$ cat src/rtl/mc_ctrl_fsm_if.sv
// Control bundle between the multi-cycle MIPS main control FSM and its datapath.
// master = control FSM side, slave = datapath side.
interface mc_ctrl_fsm_if;
  logic [5:0] op;
  logic       mem_ready;
  logic       iord;
  logic       memwrite;
  logic       irwrite;
  logic       regdst;
  logic       memtoreg;
  logic       regwrite;
  logic       alusrca;
  logic [1:0] alusrcb;
  logic [1:0] aluop;
  logic [1:0] pcsrc;
  logic       pcwrite;
  logic       branch;
  logic       branchne;
  logic       illegal_op;

  modport master (
    input  op, mem_ready,
    output iord, memwrite, irwrite, regdst, memtoreg, regwrite, alusrca,
           alusrcb, aluop, pcsrc, pcwrite, branch, branchne, illegal_op
  );

  modport slave (
    output op, mem_ready,
    input  iord, memwrite, irwrite, regdst, memtoreg, regwrite, alusrca,
           alusrcb, aluop, pcsrc, pcwrite, branch, branchne, illegal_op
  );
endinterface

$ cat src/rtl/mc_ctrl_fsm.sv
// Main control FSM of the multi-cycle MIPS core (fetch/decode/execute/mem/writeback).
// Define MC_CTRL_BNE_EN to add the bne instruction (BRANCHNE state, branchne output).
module mc_ctrl_fsm #(
  parameter int STATE_W = 4
) (
  input  logic          clk,
  input  logic          reset,
  mc_ctrl_fsm_if.master bus
);

  localparam logic [5:0] OP_RTYPE = 6'b000000;
  localparam logic [5:0] OP_LW    = 6'b100011;
  localparam logic [5:0] OP_SW    = 6'b101011;
  localparam logic [5:0] OP_BEQ   = 6'b000100;
  localparam logic [5:0] OP_ADDI  = 6'b001000;
  localparam logic [5:0] OP_J     = 6'b000010;
`ifdef MC_CTRL_BNE_EN
  localparam logic [5:0] OP_BNE   = 6'b000101;
`endif

  typedef enum logic [STATE_W-1:0] {
    S_FETCH,
    S_DECODE,
    S_MEMADR,
    S_MEMRD,
    S_MEMWB,
    S_MEMWR,
    S_EXECUTE,
    S_ALUWB,
    S_BRANCH,
    S_ADDIEX,
    S_ADDIWB,
    S_JUMP
`ifdef MC_CTRL_BNE_EN
    , S_BRANCHNE
`endif
  } state_e;

  // fetch marks the FETCH state; irwrite/pcwrite there are qualified by mem_ready.
  typedef struct packed {
    logic       fetch;
    logic       iord;
    logic       memwrite;
    logic       regdst;
    logic       memtoreg;
    logic       regwrite;
    logic       alusrca;
    logic [1:0] alusrcb;
    logic [1:0] aluop;
    logic [1:0] pcsrc;
    logic       pcwrite;
    logic       branch;
`ifdef MC_CTRL_BNE_EN
    logic       branchne;
`endif
  } ctrl_t;

  state_e state_q, state_d;
  ctrl_t  ctrl_q, ctrl_d;
  logic   op_known;

  // Moore decode of one state; any encoding without a row gets the FETCH controls.
  function automatic ctrl_t decode(input state_e s);
    ctrl_t c;
    c = '0;
    case (s)
      S_DECODE: c.alusrcb = 2'b11;
      S_MEMADR: begin
        c.alusrca = 1'b1;
        c.alusrcb = 2'b10;
      end
      S_MEMRD: c.iord = 1'b1;
      S_MEMWB: begin
        c.memtoreg = 1'b1;
        c.regwrite = 1'b1;
      end
      S_MEMWR: begin
        c.iord     = 1'b1;
        c.memwrite = 1'b1;
      end
      S_EXECUTE: begin
        c.alusrca = 1'b1;
        c.aluop   = 2'b10;
      end
      S_ALUWB: begin
        c.regdst   = 1'b1;
        c.regwrite = 1'b1;
      end
      S_BRANCH: begin
        c.alusrca = 1'b1;
        c.aluop   = 2'b01;
        c.pcsrc   = 2'b01;
        c.branch  = 1'b1;
      end
      S_ADDIEX: begin
        c.alusrca = 1'b1;
        c.alusrcb = 2'b10;
      end
      S_ADDIWB: c.regwrite = 1'b1;
      S_JUMP: begin
        c.pcsrc   = 2'b10;
        c.pcwrite = 1'b1;
      end
`ifdef MC_CTRL_BNE_EN
      S_BRANCHNE: begin
        c.alusrca  = 1'b1;
        c.aluop    = 2'b01;
        c.pcsrc    = 2'b01;
        c.branchne = 1'b1;
      end
`endif
      default: begin
        c.fetch   = 1'b1;
        c.alusrcb = 2'b01;
      end
    endcase
    return c;
  endfunction

  // NOTE: every variable assigned in this block gets a default first so no path leaves
  // it unassigned; otherwise synthesis infers a latch to hold the old value.
  always_comb begin
    state_d  = S_FETCH;
    op_known = 1'b1;
    case (state_q)
      S_FETCH:  state_d = bus.mem_ready ? S_DECODE : S_FETCH;
      S_DECODE: begin
        case (bus.op)
          OP_LW, OP_SW: state_d = S_MEMADR;
          OP_RTYPE:     state_d = S_EXECUTE;
          OP_BEQ:       state_d = S_BRANCH;
          OP_ADDI:      state_d = S_ADDIEX;
          OP_J:         state_d = S_JUMP;
`ifdef MC_CTRL_BNE_EN
          OP_BNE:       state_d = S_BRANCHNE;
`endif
          default:      op_known = 1'b0;
        endcase
      end
      S_MEMADR:  state_d = (bus.op == OP_LW) ? S_MEMRD : S_MEMWR;
      S_MEMRD:   state_d = bus.mem_ready ? S_MEMWB : S_MEMRD;
      S_MEMWR:   state_d = bus.mem_ready ? S_FETCH : S_MEMWR;
      S_EXECUTE: state_d = S_ALUWB;
      S_ADDIEX:  state_d = S_ADDIWB;
      // Writebacks, branches, jump and unused encodings all return to FETCH.
      default:   state_d = S_FETCH;
    endcase
  end

  // Outputs are registered from the next-state decode so they line up with state_q.
  always_comb ctrl_d = decode(state_d);

  // NOTE: sequential state uses non-blocking assignments so every flop samples the
  // pre-edge values, independent of statement order or other always blocks.
  always_ff @(posedge clk or posedge reset) begin
    if (reset) begin
      state_q <= S_FETCH;
      ctrl_q  <= decode(S_FETCH);
    end else begin
      state_q <= state_d;
      ctrl_q  <= ctrl_d;
    end
  end

  assign bus.iord       = ctrl_q.iord;
  assign bus.memwrite   = ctrl_q.memwrite;
  assign bus.regdst     = ctrl_q.regdst;
  assign bus.memtoreg   = ctrl_q.memtoreg;
  assign bus.regwrite   = ctrl_q.regwrite;
  assign bus.alusrca    = ctrl_q.alusrca;
  assign bus.alusrcb    = ctrl_q.alusrcb;
  assign bus.aluop      = ctrl_q.aluop;
  assign bus.pcsrc      = ctrl_q.pcsrc;
  assign bus.branch     = ctrl_q.branch;

  // The reset value of ctrl_q is the FETCH row, so the ready-qualified strobes must
  // also be masked by reset itself to stay quiet while reset is held.
  assign bus.irwrite    = ctrl_q.fetch & bus.mem_ready & ~reset;
  assign bus.pcwrite    = (ctrl_q.pcwrite | (ctrl_q.fetch & bus.mem_ready)) & ~reset;
  assign bus.illegal_op = (state_q == S_DECODE) & ~op_known & ~reset;

`ifdef MC_CTRL_BNE_EN
  assign bus.branchne   = ctrl_q.branchne;
`else
  assign bus.branchne   = 1'b0;
`endif

endmodule

$ cat src/flat_wrapper.sv
// flat-port wrapper written by rule: the top's interface ports become plain ports
module mc_ctrl_fsm_flat 
#(
  parameter int STATE_W = 4
)
  (clk, reset, bus_op, bus_mem_ready, bus_iord, bus_memwrite, bus_irwrite, bus_regdst, bus_memtoreg, bus_regwrite, bus_alusrca, bus_alusrcb, bus_aluop, bus_pcsrc, bus_pcwrite, bus_branch, bus_branchne, bus_illegal_op);
  mc_ctrl_fsm_if bus_i ();
  input  logic clk;
  input  logic reset;
  input wire logic [$bits(bus_i.op)-1:0] bus_op;
  input wire logic [$bits(bus_i.mem_ready)-1:0] bus_mem_ready;
  output wire logic [$bits(bus_i.iord)-1:0] bus_iord;
  output wire logic [$bits(bus_i.memwrite)-1:0] bus_memwrite;
  output wire logic [$bits(bus_i.irwrite)-1:0] bus_irwrite;
  output wire logic [$bits(bus_i.regdst)-1:0] bus_regdst;
  output wire logic [$bits(bus_i.memtoreg)-1:0] bus_memtoreg;
  output wire logic [$bits(bus_i.regwrite)-1:0] bus_regwrite;
  output wire logic [$bits(bus_i.alusrca)-1:0] bus_alusrca;
  output wire logic [$bits(bus_i.alusrcb)-1:0] bus_alusrcb;
  output wire logic [$bits(bus_i.aluop)-1:0] bus_aluop;
  output wire logic [$bits(bus_i.pcsrc)-1:0] bus_pcsrc;
  output wire logic [$bits(bus_i.pcwrite)-1:0] bus_pcwrite;
  output wire logic [$bits(bus_i.branch)-1:0] bus_branch;
  output wire logic [$bits(bus_i.branchne)-1:0] bus_branchne;
  output wire logic [$bits(bus_i.illegal_op)-1:0] bus_illegal_op;
  assign bus_i.op = bus_op;
  assign bus_i.mem_ready = bus_mem_ready;
  assign bus_iord = bus_i.iord;
  assign bus_memwrite = bus_i.memwrite;
  assign bus_irwrite = bus_i.irwrite;
  assign bus_regdst = bus_i.regdst;
  assign bus_memtoreg = bus_i.memtoreg;
  assign bus_regwrite = bus_i.regwrite;
  assign bus_alusrca = bus_i.alusrca;
  assign bus_alusrcb = bus_i.alusrcb;
  assign bus_aluop = bus_i.aluop;
  assign bus_pcsrc = bus_i.pcsrc;
  assign bus_pcwrite = bus_i.pcwrite;
  assign bus_branch = bus_i.branch;
  assign bus_branchne = bus_i.branchne;
  assign bus_illegal_op = bus_i.illegal_op;
  mc_ctrl_fsm #(.STATE_W(STATE_W)) u_core (.clk(clk), .reset(reset), .bus(bus_i));
endmodule
$ cat config.mk
export PLATFORM = sky130hd
export DESIGN_NAME = mc_ctrl_fsm_flat
export DESIGN_NICKNAME = d
export VERILOG_FILES = /design/src/rtl/mc_ctrl_fsm_if.sv /design/src/rtl/mc_ctrl_fsm.sv /design/src/flat_wrapper.sv
export SDC_FILE = /design/constraint.sdc
export NUM_CORES = 1
export LEC_CHECK = 0
export BUFFER_PORTS_ARGS = -buffer_cell sky130_fd_sc_hd__buf_2
export CAP_MARGIN = 5
export CORE_MARGIN = 2
export CORE_UTILIZATION = 43
export DETAILED_ROUTE_END_ITERATION = 8
export GPL_ROUTABILITY_DRIVEN = 0
export GPL_TIMING_DRIVEN = 0
export PLACE_DENSITY = 0.67
export SLEW_MARGIN = 20
export SYNTH_ARGS = -nofsm -noshare
export SYNTH_HDL_FRONTEND = slang
export SYNTH_SLANG_ARGS = --single-unit
export TNS_END_PERCENT = 20
$ cat constraint.sdc
create_clock -name clk -period 5.76 [get_ports clk]
set_clock_uncertainty 0.15 [all_clocks]
set_input_delay 0.288 -clock clk [delete_from_list [all_inputs] [get_ports clk]]
set_output_delay 0.288 -clock clk [all_outputs]
set_load 0.1 [all_outputs]
==> summary.txt, run 1 <==
Timing
  • Relative slew margins: 0.553
  • Final setup TNS: 0 ns
  • RSZ-0062 raised after global routing: no
  • Worst-margin pin slew: 0.669 ns
  • Hold Vio Cnt, Final: 0
  • # setup viols final: 0
  • Min setup slack post-route: 3.18 ns
  • Max Clk Rate: 0.388 GHz
  • Max Slew Vio Count: 0
  • Tcrit/Tclk final: 0.447
  • Crit path time final: 2.58 ns

Synth
  • Combinational family with the most area after synthesis: simple AND/OR/NAND/NOR gates
  • Cells after Synth: 95
  • Ys async rst share: 1.00
  • Synthesis-stage register bit count: 18
  • Share of the yosys chip area belonging to registers: 0.469
  • Synth Area in Adders: 0
  • Synth Warn #: 0
  • Distinct cell type count after synthesis: 40
  • Most used DFF post-synth: dfrtp_1
  • Synth Area per Inst: 10.2 um2
  • Mapped Area: 966 um2
  • Synth Area in Compound Gates: 0.108
  • Post-synth EDFFs: 0
  • Simple-Gate Fraction of Synth Area: 0.312
  • Synth Area in XOR/XNOR: 0.0272
  • Post-Syn Nets: 104
  • Post-synthesis mux area share: 0

Die
  • Initial Utilization: 0.445
  • Die Ht: approximately 51 um
  • Number of I/O pins: 26
  • Die area: around 0.0026 mm2
  • Core Region: 0.00217 mm2
  • Horiz. Die Dim: between 50 and 60 um
  • Row cnt: 17

Setup path
  • R2R setup slack: 3.70 ns
  • Crit Path Category: primary input to primary output
  • Buf/Inv on CP: 4
  • CP max-delay cell: dlygate4sd3_1
  • Max FO, Critical Path: 19
  • Crit path launch type: primary input
  • Top delay family on crit path: buffers and inverters
  • Most frequent cell on the critical path: buf_2
  • Worst path required time: 5.32 ns
  • Crit path DAT: around 2.1 ns
  • FF-to-FF path depth: 5
  • Worst path cell trace: dlygate4sd3_1 > buf_2 > inv_1 > and3_1 > buf_2
  • Crit. End Element: primary output
  • Worst r2r src: u_core.state_q[3]$_DFF_PP0_
  • Reg-to-reg endpoint: u_core.bus.iord$_DFF_PP0_
  • Max incr delay on CP: 0.55 ns

Power and ir drop
  • Flop pwr share: 0.369
  • Logic pwr share: 0.443
  • Pwr dens: 346 mW/mm2
  • Pint: roughly 230 uW
  • Worst VDD drop: about 0.00020 V
  • Clk pwr share: 0.188
  • Sw frac: 0.439
  • Total power: approximately 400 uW
  • Leakage: 0.000621 uW
  • Net Sw Power: 177 uW

Clocking
  • Gates resized, CTS repair: 0
  • Clock latency on the worst-skew pair: approximately 0.3 ns
  • Cts bufs inserted: 3
  • Number of buffers on the longest clock path: 2
  • CTS tree: done
  • Root buf cell: clkbuf_4
  • H-tree levels: 1
  • # Post-CTS Setup Buffers: 0
  • Worst-path clk slew: 0.10 ns
  • Clk sink count: 18

Min path
  • HP Start: bus_op[4]
  • WHS Endpoint: u_core.bus.aluop[1]$_DFF_PP0_
  • Hold WC Path Type: primary input to register
  • WHS Path Cells: 2

Cells and area
  • FILL cells: about 210
  • Final instance area: 0.00117 mm2
  • Non-Filler Instances: between 150 and 200
  • Share of layout cells above drive strength 1: 0.363
  • Nets@finish: about 130
  • Sequential cell area: 453 um2
  • Diodes inserted: 0
  • P&R area growth vs syn: 20.9%
  • Area of the multi-input gates: 435 um2

Place
  • Port Buffers: 24
  • Dpl cells: 147
  • DP HPWL: 1380 um
  • Placed Instance Area: between 0.001 and 0.0015 mm2
  • Placement Setup Slack: 3.60 ns

Routing
  • WL/cell: 12.6 um
  • Post-Route WL: between 1500 and 2000 um
  • Detailed Route Iter0 Violations: 11
  • Final ANT Viol Nets: 0
  • Total number of vias: 781
  • DRT Pass-1 Iters: 4
  • Via density: ~5.1
  • DR DRC count: 0

Status
  • Status: finished, final reports clean

GRT
  • First-pass GRT wire length: 3350 um
  • Overall Global Routing Usage: 0.178
  • Largest net degree at the start of global routing: 20
  • Grt total ovfl: 0
  • Initial antenna violation count: 0
  • Vias in the first global route: between 700 and 800

Flow run
  • MaxCap Viol Count: 0
==> flip-flops by register name, indices dropped and copies added, names as in the netlist <==
| name | count |
|---|---|
| u_core.bus.aluop | 2 |
| u_core.bus.alusrca | 1 |
| u_core.bus.alusrcb | 2 |
| u_core.bus.iord | 1 |
| u_core.bus.memtoreg | 1 |
| u_core.bus.memwrite | 1 |
| u_core.bus.pcsrc | 2 |
| u_core.bus.regdst | 1 |
| u_core.bus.regwrite | 1 |
| u_core.ctrl_q | 2 |
| u_core.state_q | 4 |
==> layer usage <==
metal,GRT usage,wire (um),vias up
met5,0,0,-
li1,-,-,386
met1,0.221,835,379
met3,0.0585,77,5
met2,0.280,965,11
met4,0.0789,35,0
==> cells in the final DEF, fill, tap and decap left out, types with 3 or more instances in the layout <==
| cell | count |
|---|---|
| nor2_1 | 10 |
| and3_1 | 3 |
| clkbuf_4 | 3 |
| nor2b_1 | 4 |
| nand2_1 | 4 |
| nand2b_1 | 3 |
| dfrtp_1 | 16 |
| nor3_1 | 4 |
| buf_4 | 7 |
| buf_2 | 26 |
| o21ai_0 | 5 |
| inv_1 | 3 |
==> logic make-up after synthesis <==
logic type | after synthesis
AOI/OAI and AO/OA | 15
and+or+nand+nor | 45
DFF | 18
other | 1
buffers and inverters | 13
xor gates and xnor gates | 3
==> cell type report <==
class	count	area share
flip-flops and latches	18	0.388
multi-input cells	64	0.373
repair buffers	25	0.111
plain buffers	10	0.0568
clock buffers	4	0.0311
well taps	28	0.0300
inverters	3	0.00965
==> through the flow <==
step,util,hold WS (ns)
6_report,0.538,0.0684
4_1_cts,0.538,0.0578
5_1_grt,0.538,0.0599
3_5_place_dp,0.517,0.306
3_3_place_gp,0.517,0.302
2_1_floorplan,-,0.0807
==> power by group through the flow <==
stage	Sequential (uW)	Clock [uW]	Combinational [uW]
3_5_place_dp	152	0	178
6_report	149	75.9	179
4_1_cts	149	79.1	179
2_1_floorplan	173	0	128
5_1_grt	151	85.4	191
3_3_place_gp	151	0	176
==> how the worst max path moves through the flow <==
stage | from | endpoint | slack [ns] | cells past startpoint
floorplan | u_core.state_q[3]$_DFF_PP0_ | bus_illegal_op | 1.22 | 2
global placement | u_core.state_q[3]$_DFF_PP0_ | bus_illegal_op | 3.60 | 3
detailed placement | u_core.state_q[3]$_DFF_PP0_ | bus_illegal_op | 3.60 | 3
CTS | reset | bus_irwrite | 3.16 | 5
global route | reset | bus_irwrite | 3.04 | 5
finish | reset | bus_irwrite | 3.18 | 5
==> synth_stat cells, drive strengths merged (2+ instances only) <==
| cell type | n | area, um2 |
|---|---|---|
| buf | 9 | 62.6 |
| inv | 3 | 11.3 |
| xor2 | 2 | 17.5 |
| nor3 | 4 | 20.0 |
| nor2 | 10 | 37.5 |
| nand2b | 3 | 18.8 |
| nor3b | 3 | 33.8 |
| nand2 | 4 | 15.0 |
| dfstp | 2 | 52.6 |
| o21ai | 6 | 30.0 |
| and3 | 3 | 18.8 |
| nand4 | 3 | 25.0 |
| nor2b | 4 | 25.0 |
| dfrtp | 16 | 400 |
| nor4b | 2 | 32.5 |
| a21oi | 2 | 10.0 |
==> repair_timing <==
item / in CTS / in global routing
endpoints found under the hold margin: 16 / 0
setup endpoints to repair: 0 / 0
hold buffers: 1 / 0
No activity file was read; power rests on OpenSTA's default activity.
==> inputs of run 2 (changes only) <==
- PLACE_DENSITY: 0.67 -> 0.7
- clock period: 5.76 -> 2.17 ns (I/O delays scaled with it)
==> summary.txt, run 2 (same netlist as run 1, synthesis figures left out) <==
Power and ir drop
  • Pwr dens: approximately 900 mW/mm2
  • Leakage: 0.000650 uW
  • Worst VDD drop: roughly 0.00053 V
  • Total power: 1100 uW

Clocking
  • Root buf cell: clkbuf_4
  • # Post-CTS Setup Buffers: 0
  • Clk sink count: 18
  • Number of buffers on the longest clock path: 2
  • Cts bufs inserted: 3
  • Clock latency on the worst-skew pair: 0.29 ns
  • CTS tree: done
  • H-tree levels: 1
  • Worst-path clk slew: ~0.1 ns

Status
  • Status: finished, final reports clean

GRT
  • First-pass GRT wire length: between 3000 and 4000 um
  • Vias in the first global route: roughly 730
  • Grt total ovfl: 0
  • Largest net degree at the start of global routing: 17
  • Initial antenna violation count: 0
  • Overall Global Routing Usage: 0.166

Routing
  • Detailed Route Iter0 Violations: 15
  • Metal-1 WL: 883 um
  • DR DRC count: 0
  • WL/cell: 13.0 um
  • Total number of vias: between 800 and 900
  • WL met3: 57 um
  • Met2 wire len: 1050 um
  • Uppermost layer routed: met4
  • DRT Pass-1 Iters: 4
  • Final ANT Viol Nets: 0
  • Post-Route WL: 2020 um
  • Via density: 5.24

Timing
  • Hold Vio Cnt, Final: 0
  • # setup viols final: 0
  • Relative slew margins: 0.530
  • Max Slew Vio Count: 0
  • RSZ-0062 raised after global routing: yes
  • Worst-margin pin slew: 0.702 ns
  • Max Clk Rate: 0.471 GHz
  • Final setup TNS: 0 ns
  • Min setup slack post-route: 0.0485 ns
  • Tcrit/Tclk final: 0.978
  • Crit path time final: 2.12 ns

Place
  • Port Buffers: 24
  • Placement Setup Slack: ~0.086 ns
  • DP HPWL: 1390 um

Setup path
  • Crit. End Element: primary output
  • Worst path required time: around 1.9 ns
  • Crit path launch type: register
  • Max FO, Critical Path: 8
  • Crit path DAT: 1.86 ns
  • Crit Path Category: register to primary output

Die
  • Initial Utilization: 0.445
  • Horiz. Die Dim: 51.4 um
  • Die area: 0.00264 mm2
  • Number of I/O pins: 26
  • Row cnt: 17
  • Core Region: 0.00217 mm2
  • Die Ht: 51.4 um

Cells and area
  • Biggest register: u_core.state_q
  • Final core utilization: 0.565
  • Nets@finish: 137
  • Diodes inserted: 0
  • Share of layout cells above drive strength 1: 0.378
  • Max FFs per register: 4
  • Commonest non-fill, non-tap cell in the layout: buf_2
  • FILL cells: 193
  • P&R area growth vs syn: 26.8%
  • Most frequent cells in the layout: buf_2 (25), dfrtp_1 (15), nor2_1 (10), buf_4 (7), o21ai_0 (5)

Min path
  • Hold WC Path Type: primary input to register

Flow run
  • MaxCap Viol Count: 0
run 2: cell count changes in the layout (fill, tap and decap cells not counted):
cell / previous run / this run
dlygate4sd3_1: 1 / 4
buf_2: 26 / 25
buf_6: 0 / 1
dfrtp_1: 16 / 15
dfrtp_2: 0 / 1
nor3b_1: 2 / 1
nor3b_2: 0 / 1
nor4b_1: 1 / 0
nor4b_4: 1 / 2
run 2: where the power goes:
part	total (uW)	internal (uW)	switching, uW	leakage (uW)
clock	205	102	103	0.0000210
combinational	497	130	367	0.000391
sequential	396	381	15.0	0.000238
total	1100	614	484	0.000650
run 2: worst paths after layout:
check                                                  from                            end  slack, ns  cells after the start
worst max-delay path            u_core.state_q[3]$_DFF_PP0_                 bus_illegal_op       0.05                      3
worst min-delay path                          bus_mem_ready  u_core.bus.memtoreg$_DFF_PP0_       0.17                      3
worst max register to register  u_core.state_q[3]$_DFF_PP0_  u_core.bus.aluop[1]$_DFF_PP0_       0.08                      3
worst min register to register  u_core.state_q[3]$_DFF_PP0_  u_core.bus.regwrite$_DFF_PP0_       0.51                      2
max in group asynchronous                             reset    u_core.state_q[3]$_DFF_PP0_       0.39                      4
min in group asynchronous                             reset    u_core.ctrl_q[14]$_DFF_PP1_       0.31                      3
run 2: layer usage:
layer / GRT usage / up-vias
met5: 0 / -
met4: 0.0789 / 0
met3: 0.0351 / 4
met2: 0.284 / 15
met1: 0.197 / 403
li1: - / 390
run 2: cell type report:
cell class,instances,area (um2),area share
multi-input combinational,64,455,0.372
sequential,18,454,0.371
timing repair buffer,28,166,0.136
buffer,10,66.3,0.0541
clock buffer,4,36.3,0.0296
tap,28,35.0,0.0286
inverter,3,11.3,0.00919
run 2: critical path: stages, from the launching register on:
cell and delay (ns):
dfrtp_2 0.47, or4b_4 0.59, nor4b_4 0.24, buf_6 0.26
run 2: per-stage QoR:
stage	cell area, um2	hold WS [ns]	std cells
2_1_floorplan	981	-0.0988	95
3_3_place_gp	1140	0.126	147
3_5_place_dp	1140	0.133	147
4_1_cts	1220	0.157	155
5_1_grt	1220	0.186	155
6_report	1220	0.167	155
run 2: repair_timing:
item	4_1_cts	5_1_grt
resized for setup	2	2
pin swaps	0	0
hold endpoints to repair	17	0
hold buffers	4	0
endpoints found under the setup margin	1	8
==> inputs of run 3 (changes only) <==
- BUFFER_PORTS_ARGS: -buffer_cell sky130_fd_sc_hd__buf_2 -> -buffer_cell sky130_fd_sc_hd__buf_4
- CTS_CLUSTER_DIAMETER: unset -> 30
==> summary.txt, run 3 (same netlist as run 1, synthesis figures left out) <==
Status
  • Status: finished, final reports clean

Clocking
  • H-tree levels: 1
  • Root buf cell: clkbuf_4
  • Clk sink count: 18
  • # Post-CTS Setup Buffers: 0
  • Worst-path clk slew: roughly 0.090 ns
  • Number of buffers on the longest clock path: 2
  • Cts bufs inserted: 3
  • Clock latency on the worst-skew pair: 0.28 ns
  • CTS tree: done

Routing
  • Post-Route WL: 1920 um
  • Detailed Route Iter0 Violations: 15
  • DRT Pass-1 Iters: 4
  • DR DRC count: 0
  • Via density: 5.10
  • WL/cell: 12.5 um
  • Total number of vias: slightly below 800
  • Final ANT Viol Nets: 0

Timing
  • Relative slew margins: 0.599
  • Worst-margin pin slew: 0.597 ns
  • RSZ-0062 raised after global routing: no
  • Max Clk Rate: ~0.49 GHz
  • Hold Vio Cnt, Final: 0
  • Final setup TNS: 0 ns
  • # setup viols final: 0
  • Crit path time final: 2.04 ns
  • Tcrit/Tclk final: 0.940
  • Hold_ws: 0.133 ns
  • Max Slew Vio Count: 0

Die
  • Initial Utilization: 0.445
  • Die Ht: around 51 um
  • Core Region: ~0.0022 mm2
  • Horiz. Die Dim: just over 50 um
  • Row cnt: 17
  • Die area: 0.00264 mm2
  • Number of I/O pins: 26

Cells and area
  • Most frequent cells in the layout: buf_4 (30), dfrtp_1 (15), nor2_1 (10), o21ai_0 (5)
  • Diodes inserted: 0
  • P&R area growth vs syn: 32.1%
  • Biggest register: u_core.state_q
  • Commonest non-fill, non-tap cell in the layout: buf_4
  • Non-Filler Instances: 154
  • Final core utilization: 0.588
  • Nets@finish: roughly 140
  • Max FFs per register: 4
  • Share of layout cells above drive strength 1: 0.389
  • FILL cells: between 150 and 200

Power and ir drop
  • Logic pwr share: 0.466
  • Net Sw Power: 473 uW
  • Pint: 633 uW
  • Leakage: ~0.00065 uW
  • Clk pwr share: 0.176
  • Flop pwr share: 0.358
  • Worst VDD drop: 0.000494 V
  • Sw frac: 0.428
  • Pwr dens: 866 mW/mm2

Setup path
  • Worst path required time: 2.25 ns
  • Crit Path Category: register to register
  • Crit path launch type: register
  • Crit path to: u_core.bus.aluop[1]$_DFF_PP0_
  • Max incr delay on CP: 0.58 ns
  • Worst Setup SP: u_core.state_q[3]$_DFF_PP0_
  • Crit. End Element: register
  • Max FO, Critical Path: 8
  • Reg-to-reg endpoint: u_core.bus.aluop[1]$_DFF_PP0_
  • CP max-delay cell: dlygate4sd3_1
  • Worst path cell trace: or4b_4 > nor4b_4 > dlygate4sd3_1
  • Crit path DAT: approximately 2.1 ns
  • Worst r2r src: u_core.state_q[3]$_DFF_PP0_
  • FF-to-FF path depth: 3
  • R2R setup slack: approximately 0.13 ns

Place
  • DP HPWL: 1370 um
  • Dpl cells: 147
  • Port Buffers: 24

GRT
  • First-pass GRT wire length: between 3000 and 4000 um
  • Vias in the first global route: around 700
  • Initial antenna violation count: 0
  • Largest net degree at the start of global routing: 20
  • Grt total ovfl: 0
  • Overall Global Routing Usage: 0.156

Flow run
  • MaxCap Viol Count: 0

Min path
  • Hold WC Path Type: primary input to register
run 3: cell count changes in the layout (fill, tap and decap cells not counted):
| cell | before | now |
|---|---|---|
| clkinvlp_4 | 0 | 1 |
| dlygate4sd3_1 | 4 | 3 |
| buf_2 | 25 | 2 |
| inv_1 | 3 | 2 |
| buf_4 | 7 | 30 |
run 3: what timing repair did:
item	4_1_cts	5_1_grt
endpoints found under the hold margin	17	0
hold buffers	3	0
gates resized for setup	0	4
endpoints found under the setup margin	0	6
run 3: power by group through the flow:
stage / sequential, uW / clock, uW / combinational (uW)
6_report: 396 / 194 / 515
5_1_grt: 401 / 222 / 543
4_1_cts: 396 / 202 / 509
3_5_place_dp: 403 / 0 / 506
3_3_place_gp: 402 / 0 / 502
2_1_floorplan: 459 / 0 / 348
run 3: worst min path at each step:
stage / to / depth (start not counted) / from / slack (ns)
floorplan: u_core.bus.aluop[0]$_DFF_PP0_ / 1 / reset / -0.1
global placement: u_core.state_q[3]$_DFF_PP0_ / 2 / reset / 0.13
detailed placement: u_core.state_q[3]$_DFF_PP0_ / 2 / reset / 0.13
CTS: u_core.bus.memtoreg$_DFF_PP0_ / 3 / bus_mem_ready / 0.12
global route: u_core.bus.memtoreg$_DFF_PP0_ / 3 / bus_mem_ready / 0.14
finish: u_core.bus.memtoreg$_DFF_PP0_ / 3 / bus_mem_ready / 0.13
run 3: cell type report:
type / instances / area (um2) / area share
buffer: 10 / 66.3 / 0.0520
clock buffer: 4 / 36.3 / 0.0284
inverter: 3 / 15.0 / 0.0118
multi-input combinational: 64 / 455 / 0.357
sequential: 18 / 454 / 0.356
tap: 28 / 35.0 / 0.0275
timing repair buffer: 27 / 214 / 0.168
run 3: per-stage QoR:
stage / setup slack, ns / power, uW / instance area [um2]
finish: 0.131 / 1110 / 1280
global route: 0.0471 / 1170 / 1280
CTS: 0.0113 / 1110 / 1260
detailed placement: 0.0973 / 909 / 1200
global placement: 0.0888 / 904 / 1200
floorplan: -0.150 / 807 / 981
run 3: layer usage:
| metal | global-route usage | share of wire |
|---|---|---|
| met1 | 0.195 | 0.42 |
| met2 | 0.265 | 0.52 |
| met3 | 0.0526 | 0.042 |
| met4 | 0.0263 | 0.013 |
| met5 | 0 | 0 |
run 3: critical path: cells and delay by family, from the launching register on:
family | cells | cell delay, ns
buf+inv | 1 | 0.58
simple gates | 2 | 0.79
flops | 1 | 0.46
